[src/rtl/fifo_arbiter.sv]
// fifo_arbiter
//
// Drains NUM_IN source FIFOs into one destination FIFO, one word per cycle.
// A round-robin search picks a non-empty source. The arbiter pops it, and the
// word the source registered on the pop edge is pushed to the destination one
// cycle later. At most one word is in flight at any time. Destination
// full/almost_full throttle the pops, and any FIFO error parks the block in
// ERROR until reset.
//
// Configuration macro:
//   FIXED_PRIORITY_EN - when defined, the search always starts at index 0 and
//                       there is no rotating pointer.
//
// Ports:
//   clk             - clock, rising edge
//   reset           - asynchronous, active-low reset
//   in_empty        - per-source empty flags
//   in_error        - per-source error flags
//   in_data         - per-source registered data; source i at [i*DATA_W +: DATA_W]
//   in_pop          - per-source read_enable, one-hot or zero (combinational)
//   out_full        - destination full
//   out_almost_full - destination almost full (one free entry)
//   out_error       - destination error
//   out_push        - destination write_enable
//   out_data        - word for the destination
//   estado          - 0 IDLE, 1 ACTIVE, 2 ERROR
//   idle            - estado == IDLE
//   err             - estado == ERROR
//   fwd_count       - words forwarded since reset, wrapping 16-bit counter
module fifo_arbiter #(
   parameter int unsigned DATA_W = 10,
   parameter int unsigned NUM_IN = 4,
   parameter int unsigned PTR_W  = 2
) (
   input  logic                     clk,
   input  logic                     reset,
   input  logic [NUM_IN-1:0]        in_empty,
   input  logic [NUM_IN-1:0]        in_error,
   input  logic [NUM_IN*DATA_W-1:0] in_data,
   output logic [NUM_IN-1:0]        in_pop,
   input  logic                     out_full,
   input  logic                     out_almost_full,
   input  logic                     out_error,
   output logic                     out_push,
   output logic [DATA_W-1:0]        out_data,
   output logic [1:0]               estado,
   output logic                     idle,
   output logic                     err,
   output logic [15:0]              fwd_count
);

   typedef enum logic [1:0] {
      StIdle   = 2'd0,
      StActive = 2'd1,
      StError  = 2'd2
   } state_e;

   state_e           state_q;
   logic [PTR_W-1:0] rr_ptr;
   logic [PTR_W-1:0] src_q;
   logic             pend_q;
   logic [15:0]      fwd_q;

   logic [PTR_W-1:0] grant_idx;
   logic [PTR_W-1:0] idx;
   logic             found;
   logic             any_err;
   logic             grant;

`ifdef FIXED_PRIORITY_EN
   assign rr_ptr = '0;
`else
   logic [PTR_W-1:0] rr_q;

   // The next search starts just past the source granted last.
   always_ff @(posedge clk or negedge reset) begin
      if (!reset) begin
         rr_q <= '0;
      end else if (grant) begin
         rr_q <= grant_idx + PTR_W'(1);
      end
   end

   assign rr_ptr = rr_q;
`endif

   // First non-empty source at or after rr_ptr. NUM_IN is a power of two, so
   // the PTR_W-bit add wraps modulo NUM_IN.
   always_comb begin
      found     = 1'b0;
      grant_idx = '0;
      idx       = '0;
      for (int unsigned k = 0; k < NUM_IN; k++) begin
         idx = rr_ptr + PTR_W'(k);
         if (!found && !in_empty[idx]) begin
            found     = 1'b1;
            grant_idx = idx;
         end
      end
   end

   assign any_err = (|in_error) | out_error;

   // Holding off on almost_full while a push is pending keeps the in-flight
   // word from landing on a full destination.
   assign grant = found && (state_q != StError) && !any_err && !out_full &&
                  !(out_almost_full && pend_q);

   always_comb begin
      in_pop = '0;
      for (int unsigned i = 0; i < NUM_IN; i++) begin
         in_pop[i] = grant && (grant_idx == PTR_W'(i));
      end
   end

   always_ff @(posedge clk or negedge reset) begin
      if (!reset) begin
         state_q <= StIdle;
         src_q   <= '0;
         pend_q  <= 1'b0;
         fwd_q   <= '0;
      end else begin
         pend_q <= grant;
         if (grant) begin
            src_q <= grant_idx;
         end
         // A pending push completes even when an error arrives.
         if (pend_q) begin
            fwd_q <= fwd_q + 16'd1;
         end
         if (any_err || (state_q == StError)) begin
            state_q <= StError;
         end else if (grant || pend_q) begin
            state_q <= StActive;
         end else begin
            state_q <= StIdle;
         end
      end
   end

   assign out_push  = pend_q;
   assign out_data  = in_data[int'(src_q) * DATA_W +: DATA_W];
   assign estado    = state_q;
   assign idle      = (state_q == StIdle);
   assign err       = (state_q == StError);
   assign fwd_count = fwd_q;

endmodule

[config.mk]
export PLATFORM = sky130hd
export DESIGN_NAME = fifo_arbiter
export DESIGN_NICKNAME = d
export VERILOG_FILES = /design/src/rtl/fifo_arbiter.sv
export SDC_FILE = /design/constraint.sdc
export NUM_CORES = 1
export LEC_CHECK = 0
export BUFFER_PORTS_ARGS = -buffer_cell sky130_fd_sc_hd__buf_4
export CELL_PAD_IN_SITES_DETAIL_PLACEMENT = 1
export CELL_PAD_IN_SITES_GLOBAL_PLACEMENT = 1
export CORE_AREA = 3 3 79 63
export CTS_CLUSTER_DIAMETER = 40
export DETAILED_ROUTE_END_ITERATION = 7
export DIE_AREA = 0 0 82 66
export HOLD_SLACK_MARGIN = 0.02
export PLACE_DENSITY = 0.9
export SLEW_MARGIN = 10
export SYNTH_ARGS = -nofsm -noshare
export SYNTH_HDL_FRONTEND = slang
export SYNTH_SLANG_ARGS = --single-unit
[constraint.sdc]
create_clock -name clk -period 3.9 [get_ports clk]
set_clock_uncertainty 0.2 [all_clocks]
set_input_delay 0.195 -clock clk [delete_from_list [all_inputs] [get_ports clk]]
set_output_delay 0.195 -clock clk [all_outputs]
set_load 0.005 [all_outputs]
# Yosys cells after proc, flatten, opt, wreduce, memory -nomap -nowiden
# Index checks and enable logic that the tools add are counted.
[totals]
wordCells = 65
in_bits = 53
output_inout_bits = 35
register_bits = 23
[op_classes]
eq_ne = 5
n_bitwise = 1
add_sub_neg = 5
n_mul = 1
n_mux = 18
shifts = 1
magnitude_cmp = 4
reduce_logical = 25
[ops]
columns = ["op", "n"]
rows = [
  ["$shiftx 40x7->10", 1],
  ["$add 16x1->16 const B", 1],
  ["$logic_and 1x1->1", 12],
  ["$lt 2x3->1 const B", 4],
  ["$mux 2", 5],
  ["$mux 1", 9],
  ["$bmux 1 s2", 4],
  ["$logic_not 1->1", 8],
  ["$eq 2x2->1 const B", 3],
  ["$mul 2x3->5 const B", 1],
  ["$add 2x1->2 const B", 2],
  ["$add 2x2->2 const B", 2],
  ["$logic_not 2->1", 2],
  ["$reduce_or 4->1", 1],
  ["$eq 2x1->1 const B", 1],
  ["$logic_or 1x1->1", 2],
  ["$ne 2x2->1 const B", 1],
  ["$or 1x1->1", 1],
]

# Depth between registers and ports, before layout
[logic_depth]
depth_word = 19
ltp_mapped = 6

# Worst setup path before layout
# No wires, ideal clock.
[synth_timing]
path_type = "register to register"
startpoint = "register rr_q[1] (netlist: rr_ptr[1])"
endpoint = "register rr_q[1] (netlist: rr_ptr[1])"
setup_time_ps = 127
required_ps = 3573
period_less_slack_ps = 1761
path_buffers = 0
arrival_ps = 1434
path_slack_ps = 2139
path_stages_with_launch = 5
path_cell_list = "dfrtp_1 > mux2i_1 > a221oi_2 > ha_1 > mux2_1"
[synth_rtl]
columns = ["item", "line_no", "text"]
rows = [
  ["start, declared", "73", "logic [PTR_W-1:0] rr_q;"],
  ["start signal, assigned", "80", "rr_q <= grant_idx + PTR_W'(1);"],
  ["$add 2x1->2", "94", "idx = rr_ptr + PTR_W'(k);"],
  ["$bmux 1 s2", "95", "if (!found && !in_empty[idx]) begin"],
  ["$mux 1 (implied by the code)", "95", ""],
  ["$logic_not 1->1", "95", ""],
  ["$logic_and 1x1->1", "95", ""],
  ["$mux 1", "95", ""],
  ["$logic_not 1->1", "95", ""],
  ["$logic_and 1x1->1", "95", ""],
  ["$mux 1", "95", ""],
  ["$logic_not 1->1", "95", ""],
  ["$logic_and 1x1->1", "95", ""],
  ["$mux 2 (*)", "95", ""],
  ["via grant_idx[0]", "64", "logic [PTR_W-1:0] grant_idx;"],
  ["$add 2x1->2 (*)", "80", ""],
]
# Mark *: on every way through the listed nets, which the timed path passes. The rest lies on a longest branch. The select of a mux whose other input is x is not followed.
# A chain may end at the register's enable or synchronous reset.

# Final worst setup path
[layout_timing]
startpoint = "register rr_q[1] (netlist: rr_ptr[1])"
endpoint = "output in_pop[0]"
[layout_rtl]
columns = ["item", "line_no", "text"]
rows = [
  ["$add 2x1->2", "94", ""],
  ["$bmux 1 s2", "95", ""],
  ["$mux 1 (implied by the code)", "95", ""],
  ["$logic_not 1->1", "95", ""],
  ["$logic_and 1x1->1", "95", ""],
  ["$mux 1", "95", ""],
  ["$logic_not 1->1", "95", ""],
  ["$logic_and 1x1->1", "95", ""],
  ["$mux 1", "95", ""],
  ["$logic_not 1->1", "95", ""],
  ["$logic_and 1x1->1", "95", ""],
  ["$mux 2 (*)", "95", ""],
  ["via grant_idx[0]", "64", ""],
  ["$logic_not 2->1 (*)", "112", "in_pop[i] = grant && (grant_idx == PTR_W'(i));"],
  ["$logic_and 1x1->1 (*)", "112", ""],
  ["end, declared", "40", "output logic [NUM_IN-1:0] in_pop,"],
]
# Marks and branches as above.

==> impl_metrics.tcl <==
set metrics [dict create \
    rsz0062_at_grt "false" \
    cp.required_ps 3500 \
    path_max_fanout 6 \
    synthCells 115 \
    grt_usage 0.175 \
    first_global_vias 1378 \
    dp_hpwl_mm 4.07 \
    grt_pass1_wl_mm 7.07 \
    crit_buf_inv 2 \
    std_cell_rows 21 \
    status "completed" \
    fmax_ghz 0.445 \
    drt_iter0_drc 32 \
    die_y_microns 66 \
    cp_slowest_cell "dfrtp_1" \
    place_congestion 0.747 \
    cp_top_family "flip-flops" \
    htree_levels 1 \
    diodes 0 \
    via_per_inst 4.90 \
    relSlewSlack 0.598 \
    die_area_sq_um 5410 \
    reg2reg_setup_slack_ps 1830 \
    setup_violations 0 \
    drc 0 \
    design_area_sq_um 2170 \
    dr_total_vias 1289 \
    vdd_drop_max_mv 0.126 \
    synth.ff_latch_count 23 \
    areaGrowthSynthToFinish_pct 57.1 \
    final_common_cell "buf_4" \
    drive_above_1_share 0.519 \
    ys_types 31 \
    syn_area_sq_um 1380 \
    multiInputGateArea_sq_um 758 \
    wl_per_cell_microns 18.2 \
    cts-resized-gates 0 \
    yosys_warnings 0 \
    wl_met3_microns 548 \
    p_per_area_nw_per_um2 217 \
    met1_length_mm 1.55 \
    cp-start-kind "register" \
    maxSlewViolCount 0 \
    portBuffers 87 \
    cap_violations 0 \
    ant_nets 0 \
    routed.top_layer "met4" \
    fillCellCount 489 \
    cts_sinks 23 \
    clock_latency_ps 260 \
    core_sq_um 4310 \
    setup-tns-final_ps 0 \
    final_nets 265 \
    yosysSeqAreaShare 0.416 \
    synth_area_per_cell_sq_um 12.0 \
    slowest_delay_ps 440 \
    wl_met2_mm 2.61 \
    worst_setup_path_end_kind "output pin" \
    cts_setup_buffers 0 \
    worstMarginPinSlew_ps 603 \
    ios 88 \
    worstPathCellList "mux2i_1 -> a221oi_2 -> inv_1 -> ha_1 -> and2_1 -> buf_4" \
    grt_overflow 0 \
    antenna_found_initial 0 \
    hold_violations 0 \
    crit_arrival_ps 1850 \
    fin_crit_sh 0.576 \
    grt_max_degree 24 \
    clkTransAtPathRegs_ps 80 \
    ff_latch_area_sq_um 576 \
    dr.pass1.iters 4 \
    crit_type "register to output pin" \
    post_dp_cell_area_sq_um 2090 \
    synth_nets 173 \
    wirelength_mm 4.79 \
    period_needed_ps 2250 \
    die_x_microns 82 \
    start_util 0.321 \
    clock_path_buffers 2 \
    cts_hold_buf 3 \
    cts_tree "yes" \
    root_buffer "clkbuf_8" \
    holdWs_ps 43.9 \
    hp-class "primary input to register" \
    cts_buffers 3 \
    power.leakage_nw 1.12 \
    layout_common_cells "buf_4 (87), dfrtp_1 (23), mux4_2 (10), inv_1 (8), xor2_1 (8)" \
]
==> path summary, 6_finish.rpt <==
check	from	end	cells after the start
min	in_error[1]	rr_ptr[0]	4
max	rr_ptr[1]	in_pop[0]	6
max reg2reg	estado[1]	src_q[0]	6
min in group asynchronous	reset	fwd_count[13]	2
min reg2reg	fwd_count[15]	fwd_count[15]	1
max in group asynchronous	reset	estado[0]	2
==> through the flow <==
stage                      util  total power [W]  std cells  worst slack, ps
after floorplan               -         0.000264        115             2140
after global placement    0.486         0.000325        256             2010
after detailed placement  0.486         0.000328        256             1920
after CTS                 0.504         0.000480        263             1620
after global routing      0.504         0.000496        263             1490
final                     0.504         0.000471        263             1650
==> worst min-delay path, delay by kind of cell <==
kind / cells / cell delay, ps
AND/OR/NAND/NOR: 2 / 110
buffers and inverters: 1 / 90
AO/OA/AOI/OAI: 1 / 70
==> final cells by class <==
cell class,count,share of cell area
well taps,57,0.0328
repair buffers,90,0.315
flip-flops and latches,23,0.265
clock buffers,3,0.0190
inverters,9,0.0161
clock inverters,1,0.00346
multi-input cells,80,0.349
==> flip-flops by register name, indices dropped and copies added, names as in the netlist <==
name / flops
src_q: 2
fwd_count: 16
rr_ptr: 2
out_push: 1
estado: 2
==> synthesized netlist by cell type <==
cell type  number  share of area
dfrtp_1        23           0.42
inv_1           8          0.022
o21bai_1        1         0.0054
a31oi_1         1         0.0045
xnor2_1         7          0.044
mux4_2         10           0.16
nor3_1          1         0.0036
nand3_2         1         0.0072
a221oi_2        1          0.011
nand2_1         3         0.0081
ha_1            5          0.045
nand4_1         4          0.018
nor4_4          1          0.015
o21ai_0         3          0.011
nand3_1         5          0.018
mux2_2          1         0.0081
mux2_1          2          0.016
mux2i_1         1         0.0072
nand2b_1        2         0.0090
xor2_1          8          0.051
clkbuf_1        1         0.0027
and4_1          3          0.019
and2_1          4          0.018
buf_2           2         0.0072
or3_4           1         0.0081
clkinv_2        1         0.0036
a21oi_1         4          0.014
nor2b_1         1         0.0045
nor2_1          5          0.014
and3_1          4          0.018
and3b_1         1         0.0063
==> power breakdown <==
part	total, W	internal (W)	switching (W)
logic	0.0000829	0.0000543	0.0000286
clock network	0.000148	0.0000722	0.0000759
registers	0.000240	0.000239	0.00000106
total	0.000471	0.000365	0.000106
==> routing by layer <==
layer  GRT usage  vias to the layer above
li1            -                      596
met4      0.0394                        0
met3      0.0572                        6
met5           0                        -
met2       0.350                       59
met1       0.170                      628
==> kinds of logic after synthesis <==
kind of cell | count (synthesis) | synth area share
mux | 14 | 0.195
simple gates | 36 | 0.167
flops | 23 | 0.416
fa+ha+maj | 5 | 0.0452
buf+inv | 12 | 0.0353
compound gates | 10 | 0.0462
xor+xnor | 15 | 0.0950
No activity file was read; power rests on OpenSTA's default activity.
